[config.mk]
export PLATFORM = sky130hd
export DESIGN_NAME = msdf_run_sequencer
export DESIGN_NICKNAME = d
export VERILOG_FILES = /design/src/rtl/msdf_run_sequencer.sv
export SDC_FILE = /design/constraint.sdc
export NUM_CORES = 1
export LEC_CHECK = 0
export BUFFER_PORTS_ARGS = -buffer_cell sky130_fd_sc_hd__clkbuf_2
export CAP_MARGIN = 10
export CORE_MARGIN = 8
export CORE_UTILIZATION = 37
export DETAILED_ROUTE_END_ITERATION = 12
export GPL_ROUTABILITY_DRIVEN = 0
export PLACE_DENSITY = 0.55
export SYNTH_ARGS = -nofsm -noshare
export SYNTH_HDL_FRONTEND = slang
export SYNTH_SLANG_ARGS = --single-unit
export TNS_END_PERCENT = 30
[constraint.sdc]
create_clock -name avalon_clock -period 9 [get_ports avalon_clock]
set_input_delay 1.35 -clock avalon_clock [delete_from_list [all_inputs] [get_ports avalon_clock]]
set_output_delay 1.35 -clock avalon_clock [all_outputs]
set_load 0.02 [all_outputs]
[src/rtl/msdf_run_sequencer.sv]
// msdf_run_sequencer
//   Avalon-MM run sequencer for the MSDF operator test harness. The host
//   programs START, NUM, LAT and REPEAT, then writes GO. The block streams
//   operand-RAM read addresses and replays each one, LAT cycles later, as a
//   result-RAM write. This repeats for REPEAT passes. The CYCLES register
//   holds the busy-cycle total of the last run.
//
// Ports
//   avalon_clock          single clock
//   resetn                asynchronous active-low reset
//   address/write/writedata/read/readdata   Avalon-MM slave (readdata registered)
//   r_addr_a, r_addr_b    operand RAM read address (both identical)
//   w_addr, we            result RAM write address / enable
//   we_read_a, we_read_b  operand RAM write enables, tied low
//
// Register map
//   0 CTRL (W: b0 GO, b1 ABORT) / STATUS (R: b0 busy, b1 done, b2 aborted, b3 error)
//   1 START   2 NUM   3 ID (RO)   4 LAT   5 REPEAT (0 means 1)   6 CYCLES (RO)
module msdf_run_sequencer #(
  parameter int ID         = 1,
  parameter int ADDR_WIDTH = 11,
  parameter int MAX_LAT    = 16
) (
  input  logic                  avalon_clock,
  input  logic                  resetn,
  input  logic [2:0]            address,
  input  logic                  write,
  input  logic [31:0]           writedata,
  input  logic                  read,
  output logic [31:0]           readdata,
  output logic [ADDR_WIDTH-1:0] r_addr_a,
  output logic [ADDR_WIDTH-1:0] r_addr_b,
  output logic [ADDR_WIDTH-1:0] w_addr,
  output logic                  we,
  output logic                  we_read_a,
  output logic                  we_read_b
);

  localparam int LAT_W = $clog2(MAX_LAT + 1);

  localparam logic [1:0] S_IDLE  = 2'd0;
  localparam logic [1:0] S_ISSUE = 2'd1;
  localparam logic [1:0] S_DRAIN = 2'd2;

  logic [1:0]            r_state;
  logic [ADDR_WIDTH-1:0] r_start;
  logic [ADDR_WIDTH:0]   r_num;
  logic [31:0]           r_lat;
  logic [15:0]           r_repeat;
  logic [31:0]           r_cycles;
  logic                  r_done;
  logic                  r_aborted;
  logic                  r_error;
  logic [ADDR_WIDTH-1:0] r_addr;
  logic [ADDR_WIDTH:0]   r_k;
  logic [LAT_W-1:0]      r_d;
  logic [15:0]           r_pass;
  logic [31:0]           r_rdata;
  logic                  r_dl_vld  [MAX_LAT];
  logic [ADDR_WIDTH-1:0] r_dl_addr [MAX_LAT];

  logic                  w_busy;
  logic                  w_go;
  logic                  w_abort;
  logic                  w_lat_ok;
  logic [LAT_W-1:0]      w_lat_m1;
  logic                  w_last_issue;
  logic                  w_last_drain;
  logic                  w_push;
  logic [31:0]           w_rd;

  assign w_busy       = (r_state != S_IDLE);
  // ABORT in the same write suppresses GO
  assign w_go         = write && (address == 3'd0) && writedata[0] && !writedata[1];
  assign w_abort      = write && (address == 3'd0) && writedata[1];
  assign w_lat_ok     = (r_lat != 32'd0) && (r_lat <= 32'(MAX_LAT));
  assign w_lat_m1     = r_lat[LAT_W-1:0] - LAT_W'(1);
  assign w_last_issue = (r_k == r_num - 1'b1);
  assign w_last_drain = (r_d == w_lat_m1);
  assign w_push       = (r_state == S_ISSUE);

  assign readdata  = r_rdata;
  assign r_addr_a  = r_addr;
  assign r_addr_b  = r_addr;
  assign we        = r_dl_vld[0];
  assign w_addr    = r_dl_addr[0];
  assign we_read_a = 1'b0;
  assign we_read_b = 1'b0;

  always_comb begin
    w_rd = 32'd0;
    case (address)
      3'd0:    w_rd = {28'd0, r_error, r_aborted, r_done, w_busy};
      3'd1:    w_rd = 32'(r_start);
      3'd2:    w_rd = 32'(r_num);
      3'd3:    w_rd = 32'(ID);
      3'd4:    w_rd = r_lat;
      3'd5:    w_rd = {16'd0, r_repeat};
      3'd6:    w_rd = r_cycles;
      default: w_rd = 32'd0;
    endcase
  end

  // Delay line: entries are inserted at slot LAT-1 and shift toward slot 0,
  // which drives we/w_addr directly. Slots above LAT-1 stay empty because LAT
  // can only change in IDLE, when the line has fully drained or been cleared.
  always_ff @(posedge avalon_clock or negedge resetn) begin
    if (!resetn) begin
      for (int i = 0; i < MAX_LAT; i++) begin
        r_dl_vld[i]  <= 1'b0;
        r_dl_addr[i] <= '0;
      end
    end else if (w_busy && w_abort) begin
      for (int i = 0; i < MAX_LAT; i++) begin
        r_dl_vld[i]  <= 1'b0;
        r_dl_addr[i] <= '0;
      end
    end else begin
      for (int i = 0; i < MAX_LAT - 1; i++) begin
        if (w_lat_m1 == LAT_W'(i)) begin
          r_dl_vld[i]  <= w_push;
          r_dl_addr[i] <= r_addr;
        end else begin
          r_dl_vld[i]  <= r_dl_vld[i+1];
          r_dl_addr[i] <= r_dl_addr[i+1];
        end
      end
      if (w_lat_m1 == LAT_W'(MAX_LAT - 1)) begin
        r_dl_vld[MAX_LAT-1]  <= w_push;
        r_dl_addr[MAX_LAT-1] <= r_addr;
      end else begin
        r_dl_vld[MAX_LAT-1]  <= 1'b0;
        r_dl_addr[MAX_LAT-1] <= '0;
      end
    end
  end

  // Register file, run FSM and status
  always_ff @(posedge avalon_clock or negedge resetn) begin
    if (!resetn) begin
      r_state   <= S_IDLE;
      r_start   <= '0;
      r_num     <= '0;
      r_lat     <= '0;
      r_repeat  <= '0;
      r_cycles  <= '0;
      r_done    <= 1'b0;
      r_aborted <= 1'b0;
      r_error   <= 1'b0;
      r_addr    <= '0;
      r_k       <= '0;
      r_d       <= '0;
      r_pass    <= '0;
      r_rdata   <= '0;
    end else begin
      if (read) r_rdata <= w_rd;

      case (r_state)
        S_IDLE: begin
          if (write) begin
            case (address)
              3'd1:    r_start  <= writedata[ADDR_WIDTH-1:0];
              3'd2:    r_num    <= writedata[ADDR_WIDTH:0];
              3'd4:    r_lat    <= writedata;
              3'd5:    r_repeat <= writedata[15:0];
              default: ;
            endcase
          end
          if (w_go) begin
            if (!w_lat_ok) begin
              r_error <= 1'b1;
            end else if (r_num == '0) begin
              r_done    <= 1'b1;
              r_aborted <= 1'b0;
              r_error   <= 1'b0;
              r_cycles  <= '0;
            end else begin
              r_done    <= 1'b0;
              r_aborted <= 1'b0;
              r_error   <= 1'b0;
              r_cycles  <= '0;
              r_addr    <= r_start;
              r_k       <= '0;
              r_d       <= '0;
              r_pass    <= (r_repeat == 16'd0) ? 16'd1 : r_repeat;
              r_state   <= S_ISSUE;
            end
          end
        end

        S_ISSUE, S_DRAIN: begin
          // the cycle on which ABORT lands still counts as a busy cycle
          r_cycles <= r_cycles + 32'd1;
          if (w_abort) begin
            r_state   <= S_IDLE;
            r_aborted <= 1'b1;
          end else if (r_state == S_ISSUE) begin
            if (w_last_issue) begin
              r_d     <= '0;
              r_state <= S_DRAIN;
            end else begin
              r_addr <= r_addr + 1'b1;
              r_k    <= r_k + 1'b1;
            end
          end else begin
            if (w_last_drain) begin
              if (r_pass == 16'd1) begin
                r_done  <= 1'b1;
                r_state <= S_IDLE;
              end else begin
                r_pass  <= r_pass - 16'd1;
                r_addr  <= r_start;
                r_k     <= '0;
                r_state <= S_ISSUE;
              end
            end else begin
              r_d <= r_d + LAT_W'(1);
            end
          end
        end

        default: r_state <= S_IDLE;
      endcase
    end
  end

endmodule

## Yosys cells after proc, flatten, opt, wreduce, memory -nomap -nowiden

Index checks and enable logic that the tools add are counted.

| storage, ports and cells | value |
|---|---|
| bits in registers | 376 |
| bits of input ports | 39 |
| output and inout port bits | 68 |

| operators by class | value |
|---|---|
| add/subtract/negate cells | 7 |
| magnitude comparators | 1 |
| eq/ne operators | 42 |
| mux-type cells | 95 |
| reductions and logical operators | 28 |

Operators with widths:

| operator | count |
|---|---|
| $mux 11 | 24 |
| $pmux 32 s7 | 1 |
| $mux 176 | 1 |
| $mux 16 | 9 |
| $mux 12 | 8 |
| $mux 32 | 2 |
| $pmux 32 s2 | 1 |
| $eq 5x4->1 const B | 8 |
| $mux 5 | 7 |
| $add 32x1->32 const B | 1 |
| $le 32x5->1 const B | 1 |
| $pmux 16 s2 | 1 |
| $reduce_bool 32->1 | 1 |
| $mux 1 | 28 |
| $pmux 12 s2 | 1 |
| $pmux 11 s2 | 1 |
| $eq 5x3->1 const B | 4 |
| $ne 2x2->1 const B | 9 |
| $eq 16x1->1 const B | 1 |
| $logic_not 16->1 | 1 |
| $reduce_and 8->1 | 2 |
| $sub 16x1->16 const B | 1 |
| $ne 3x3->1 const B | 5 |
| $reduce_and 3->1 | 5 |
| other kinds (31) | 50 |

## Longest topological paths before layout

Gate-level depths: netlist of run 1.

| logic depth | value |
|---|---|
| word-level depth | 6 |
| depth in mapped cells | 12 |
| depth with buffers taken out | 9 |

## Worst setup path after synthesis of run 1

OpenSTA, ideal clock, no wires.

| timing | value |
|---|---|
| path kind | input to register |
| start point | input port address[0] |
| end point | register r_k[11] |
| setup time | 0.078 ns |
| arrival | 3.384 ns |
| setup slack | 5.538 ns |
| stages on the path | 9 |
| buffers on the path | 2 |
| cells stage by stage | buf_2 nor4b_4 and3b_1 nor4b_4 o21ba_2 o211ai_2 buf_4 or4b_1 a21oi_1 |

| on the way | value |
|---|---|
| word-level cells in the longest chain between the ends | 6 |

Ends and longest elaborated chain:

| item | RTL line | text |
|---|---|---|
| start: declaration | 26 | `input logic [2:0] address,` |
| $logic_not 3->1 (*) | 74, 75 |  |
| $logic_and 1x1->1 (*) | 74, 75 |  |
| $logic_and 1x1->1 (2 in series) | 74 | `assign w_go = write && (address == 3'd0) && writedata[0] && !writedata[1];` |
| $ne 2x2->1 (no line) | n/a |  |
| $reduce_and 8->1 (no line) (*) | n/a |  |
| end signal: assignment | 203 | `r_k <= r_k + 1'b1;` |
| end: declaration | 55 | `logic [ADDR_WIDTH:0] r_k;` |

Mark *: on every way between the ends. The rest lies on a longest branch, timed or not.
A chain may end at the register's enable or synchronous reset.

## Worst setup path in the final report of run 1

| timing | value |
|---|---|
| start point | input port address[1] |
| end point | register r_pass[0] |

| on the way | value |
|---|---|
| word-level cells in the longest chain between the ends | 6 |

Ends and longest elaborated chain:

| item | RTL line | text |
|---|---|---|
| $logic_not 3->1 (*) | 74, 75 |  |
| $logic_and 1x1->1 (*) | 74, 75 |  |
| $logic_and 1x1->1 (2 in series) | 74 |  |
| $ne 2x2->1 (no line) | n/a |  |
| $reduce_and 8->1 (no line) (*) | n/a |  |
| end signal: assignment | 185 | `r_pass <= (r_repeat == 16'd0) ? 16'd1 : r_repeat;` |
| end signal: assignment | 211 | `r_pass <= r_pass - 16'd1;` |
| end: declaration | 57 | `logic [15:0] r_pass;` |

Marked as above.

==> results.cfg, run 1 <==
[run_status]
status = finished clean

[hold_path]
min_path_type = register to register
whs_endpoint = readdata[3]
hold_start = readdata[3]
holdPathStages = 1

[clocking]
cts_setup_buffers = 0
postCtsHoldBufs = 0
clockBufferDepth = 3
tritoncts = done
cts_buffers = 43
root_buffer = clkbuf_16
clock_latency_ns = 0.57
htreeDepth = 2
path_clk_slew_ns = 0.06
cts.sinks = 376
post_cts_resize_count = 0

[critical_path]
reg2reg_depth = 9
end_kind = register
cp.arrival_ns = 4.35
regToRegSetupSlack_ns = 5.23
worstPathRequired_ns = 9.47
start_kind = primary input
r2r_end = r_pass[0]
crit_type = primary input to register
cp_max_fo = 42
r2r_start = r_lat[0]

[synth]
synth-edff-count = 0
synth_area_um2 = 18090
synth.avg_cell_area_um2 = 9.774
syn_inst = 1851
ys_types = 72
synth_flop_cell = dfrtp_1
yosys.area.top_type = dfrtp_1
ys_seq_elements = 376
async_flop_share_pct = 100.0
synth.top_cell.area_share_pct = 52.01
ys_seq_area_share_pct = 52.01
synth.area.top_cells = dfrtp_1 (52%), a21oi_1 (5.8%), mux2_2 (4.6%)
yosysWarnings = 0

[place]
port-buffer-count = 104
dp.final_hpwl_mm = 31.98
dpl.cell_count = 2438

[sta]
relSlewSlack_pct = 25.81
maxSlewViolCount = 0
tightest_slew_ns = 1.113
finalSetupViolations = 0
min_period_ns = 3.886
fin_worst_skew_ns = 0.02355
finalCritPeriodShare_pct = 43.18
hold_violations = 0
max_freq_mhz = 257.3
rsz0062_at_grt = false
fin_setup_tns_ns = 0

[grt]
grt_pass1_vias = 14080
grt_max_degree = 149
grt_remaining_overflow = 0
grt_pass1_wl_mm = 79.05
grt_usage_pct = 17.13
antenna_found_initial = 0

[layout]
layout-drive-gt1-share_pct = 16.31
synthToLayoutAreaGrowth_pct = 12.76
final_nets = 1917
fin_cells = 2517
diodes = 0

[drt]
vias_per_cell = 5.469
wirelength_mm = 48.53
drc = 0
vias = 13770
wire_per_inst_um = 19.28
drt-initial-drc-count = 1036
antenna_left = 0
dr.pass1.iters = 4

[pwr]
power_density_nw_per_um2 = 341.6
leakage_nw = 9.363
vdd.ir_drop.worst_v = 0.0002249
total_power_w = 0.006970

[floorplanning]
die_w_um = 237.1
die_h_um = 237.1
core_area_um2 = 48650
num_io_pins = 107
start_util_pct = 37.19
rows = 81
dieArea_um2 = 56230

[flow_run]
maxCapViolations = 0
per-stage QoR:
step	hold WS, ns	util, %	instance area (um^2)	worst slack, ns
floorplan	0.4566	-	18100	5.538
global placement	0.4641	38.93	18940	4.620
detailed placement	0.4719	38.93	18940	4.583
CTS	0.4851	41.94	20400	5.171
global route	0.5071	41.94	20400	4.954
finish	0.4790	41.94	20400	5.114
logic make-up (layout without fill, tap and decap cells):
family	Yosys count	in the layout	share of synthesized area [%]
other	1	2	0.02073
AND/OR/NAND/NOR	657	657	17.90
XOR/XNOR	42	42	2.033
multiplexers	150	150	8.811
AO/OA/AOI/OAI	377	377	12.55
flip-flops	376	376	52.01
buffers and inverters	231	274	5.505
adder cells (fa/ha/maj)	17	17	1.176
critical path, cell delays in order:
cell and delay, ns:
clkbuf_2 0.08, buf_4 0.52, nor4b_4 0.11, and2_1 0.24, a21oi_1 0.18, or3b_1 0.38
a2111o_1 0.85, or3_1 0.49, o311ai_1 0.09
placed cells by master (no fill, tap or decap), types with 7 or more instances in the layout:
master     Yosys  final
and3_1        23     23
nor3_1        22     21
clkbuf_16      0     45
mux2_2        74     74
o31ai_1        8      7
a31oi_1       15     15
o22a_1        23     23
buf_4         26     30
mux2i_1       76     74
inv_1         60     60
dfrtp_1      376    376
clkbuf_2       0    103
ha_1          17     17
xnor2_1       19     19
a221oi_1      10     10
xor2_1        23     23
nor2_1       121    120
clkinv_2       0     11
nand4_1       15     15
a21oi_1      209    209
o22ai_1       35     35
nor4_1        16     15
nand2_1      209    209
clkbuf_8       0     14
and2_1        21     21
o21ai_0       31     31
or3_1         15     15
nand3_1      157    157
o21a_1         8      8
cells in the mapped netlist (16+ instances only):
| library cell | count |
|---|---|
| ha_1 | 17 |
| nand3_1 | 157 |
| mux2_2 | 74 |
| nand2_1 | 209 |
| clkbuf_1 | 115 |
| and3_1 | 23 |
| buf_4 | 26 |
| a21oi_1 | 209 |
| xor2_1 | 23 |
| mux2i_1 | 76 |
| inv_1 | 60 |
| o21ai_0 | 31 |
| nor2_1 | 121 |
| nor4_1 | 16 |
| o22ai_1 | 35 |
| and2_1 | 21 |
| o22a_1 | 23 |
| dfrtp_1 | 376 |
| nor3_1 | 22 |
| xnor2_1 | 19 |
| buf_1 | 20 |
final cells by class:
cell class	instances	area, um^2
clock inverters	14	122.6
clock buffers	65	1341
multi-input cells	1245	7749
repair buffers	135	775.7
well taps	622	778.2
flip-flops and latches	376	9409
inverters	60	225.2
fillers	4761	28250
power breakdown:
group          internal [W]  switching [W]
Clock               0.00108       0.000710
Sequential          0.00221       0.000474
Combinational      0.000890        0.00160
worst max path at each step:
stage | startpoint | end | slack (ns) | cells past startpoint
after global routing | address[1] | r_pass[0] | 4.95 | 9
after global placement | address[1] | r_pass[0] | 4.62 | 9
after floorplan | address[0] | r_k[11] | 5.54 | 9
after CTS | address[1] | r_pass[0] | 5.17 | 9
final | address[1] | r_pass[0] | 5.11 | 9
after detailed placement | address[1] | r_pass[0] | 4.58 | 9
metal layers:
layer / wire, um / vias up / global-route usage (%)
met5: 0 / - / 0
met4: 848 / 0 / 4.362
met3: 1456 / 60 / 2.559
met2: 24900 / 226 / 30.00
met1: 21320 / 7016 / 22.03
li1: - / 6463 / -
sequential cells by signal, summed over array words and instances, names as in the netlist:
| name | cells |
|---|---|
| r_d | 5 |
| r_lat | 32 |
| we | 1 |
| r_k | 12 |
| r_cycles | 32 |
| r_dl_vld | 15 |
| r_num | 12 |
| r_repeat | 16 |
| r_error | 1 |
| r_start | 11 |
| r_done | 1 |
| r_pass | 16 |
| readdata | 32 |
| r_state | 2 |
| r_addr_a | 11 |
| w_addr | 11 |
| r_dl_addr | 165 |
| r_aborted | 1 |
Power figures use the tool's default switching activity.
==> run 2, diff against run 1 <==
PLACE_DENSITY = 0.57   (was 0.55)
clock period = 3.1 ns   (was 9 ns; I/O delays follow)
==> run 2 against run 1 <==
Against the previous run:
- global-route usage is 0.27 points higher
- sequential power increased to 2.9 times the previous value
- final area increased by 2.4%
- critical path type is now register to register
- critical path depth unchanged
==> results.cfg, run 2 (synthesized netlist as in run 1, its figures left out) <==
[place]
port-buffer-count = 104
place_ws_ns = 0.03722
dpl_cell_area_um2 = 19460
dpl.cell_count = 2496
dp.final_hpwl_mm = 33.83

[drt]
wire_per_inst_um = 18.93
vias = 13910
antenna_left = 0
dr.pass1.iters = 5
vias_per_cell = 5.410
drt-initial-drc-count = 1076
drc = 0
wirelength_mm = 48.67

[sta]
maxSlewViolCount = 0
fin_worst_skew_ns = 0.02333
tightest_slew_ns = 0.8551
rsz0062_at_grt = false
hold_violations = 0
setup_ws_ns = 0.2051
finalCritPeriodShare_pct = 93.38
min_period_ns = 2.895
fin_setup_tns_ns = 0
relSlewSlack_pct = 43.00
finalSetupViolations = 0
max_freq_mhz = 345.4

[floorplanning]
core_area_um2 = 48650
num_io_pins = 107
die_w_um = 237.1
start_util_pct = 37.19
die_h_um = 237.1
rows = 81
dieArea_um2 = 56230

[clocking]
root_buffer = clkbuf_16
cts_buffers = 42
htreeDepth = 2
cts.sinks = 376
clock_latency_ns = 0.56
path_clk_slew_ns = 0.06
tritoncts = done
clockBufferDepth = 3

[critical_path]
cpPeakStageDelay_ns = 0.43
crit_chain = inv_1 -> ha_1 -> nor3b_1 -> xnor2_1 -> a2111oi_4 -> nand4bb_1 -> o211ai_2 -> and2_2 -> o21ai_0
crit_start = r_num[0]
start_kind = register
crit_type = register to register
worst-path-buf-inv = 1
r2r_start = r_num[0]
r2r_end = r_addr_a[0]
crit_slowest_cell = dfrtp_1
cp.arrival_ns = 3.31
reg2reg_depth = 9
worstPathRequired_ns = 3.51
cp_max_fo = 15
end_kind = register
path_delay_family = compound AO/OA/AOI/OAI gates
regToRegSetupSlack_ns = 0.21

[layout]
fillers = 4720
final_nets = 1975
layout_common_cells = dfrtp_1 (376), nand2_1 (209), a21oi_1 (209)
diodes = 0
layout-drive-gt1-share_pct = 18.47
largest_register_ff_count = 165
final_area_um2 = 20880
synthToLayoutAreaGrowth_pct = 15.42
regMostFlops = r_dl_addr
fin_cells = 2571
final_common_cell = dfrtp_1

[hold_path]
whs_endpoint = r_lat[21]
min_path_type = primary input to register
holdPathStages = 2
hold_start = writedata[21]

[pwr]
leakage_nw = 9.642
vdd.ir_drop.worst_v = 0.0004449
power_density_nw_per_um2 = 984.5

[grt]
grt_max_degree = 99
antenna_found_initial = 0
grt_pass1_vias = 14420
grt_remaining_overflow = 0
grt_pass1_wl_mm = 80.29
grt_usage_pct = 17.40

[run_status]
status = finished clean

[flow_run]
maxCapViolations = 0
-- run 2: worst max path at each step --
stage                  end  slack, ns  cells after the start
2_1_floorplan    r_pass[3]       0.23                      9
3_3_place_gp   r_addr_a[9]       0.15                      7
3_5_place_dp        r_k[1]       0.04                      9
4_1_cts        r_addr_a[0]       0.02                      9
5_1_grt        r_dl_vld[2]       0.02                      8
6_report       r_addr_a[0]       0.21                      9
-- run 2: final cells by class --
class	instances	area [um^2]	share of cell area, %
clock buffers	64	1275	6.106
clock inverters	10	135.1	0.6471
inverters	60	225.2	1.079
multi-input cells	1245	7750	37.11
flip-flops and latches	376	9409	45.06
well taps	622	778.2	3.727
repair buffers	194	1309	6.268
-- run 2: timing repair --
action                     in CTS  in global routing
gates resized for setup         0                  1
hold buffers                    1                  0
setup buffers                   0                  0
setup endpoints to repair       0                 15
hold endpoints to repair        3                  0
-- run 2: worst register-to-register path, cell delays in order, from the launching register on --
cell and delay, ns:
dfrtp_1 0.43, inv_1 0.11, ha_1 0.29, nor3b_1 0.26
xnor2_1 0.15, a2111oi_4 0.36, nand4bb_1 0.15, o211ai_2 0.42
and2_2 0.43, o21ai_0 0.15
-- run 2: power by group --
group / internal [W] / switching, W / total, W
logic: 0.00297 / 0.00482 / 0.00780
clock network: 0.00308 / 0.00202 / 0.00510
registers: 0.00641 / 0.00125 / 0.00766
-- run 2: routing by layer --
metal	vias to the layer above	part of all wire [%]	track usage (%)	routed length, um
met5	-	0	0	0
met4	0	2.8	5.430	1353
met3	74	4.4	3.567	2164
met2	315	49	29.32	23670
met1	6950	44	22.33	21480
li1	6571	-	-	-
-- run 2: stage by stage --
stage               hold slack, ns  power [W]  utilization, %
global route                0.1015    0.02194           42.92
floorplan                   0.1694    0.01289               -
global placement            0.4671    0.01540           40.00
finish                      0.1341    0.02056           42.92
CTS                        0.09457    0.02075           42.92
detailed placement          0.4790    0.01556           40.00
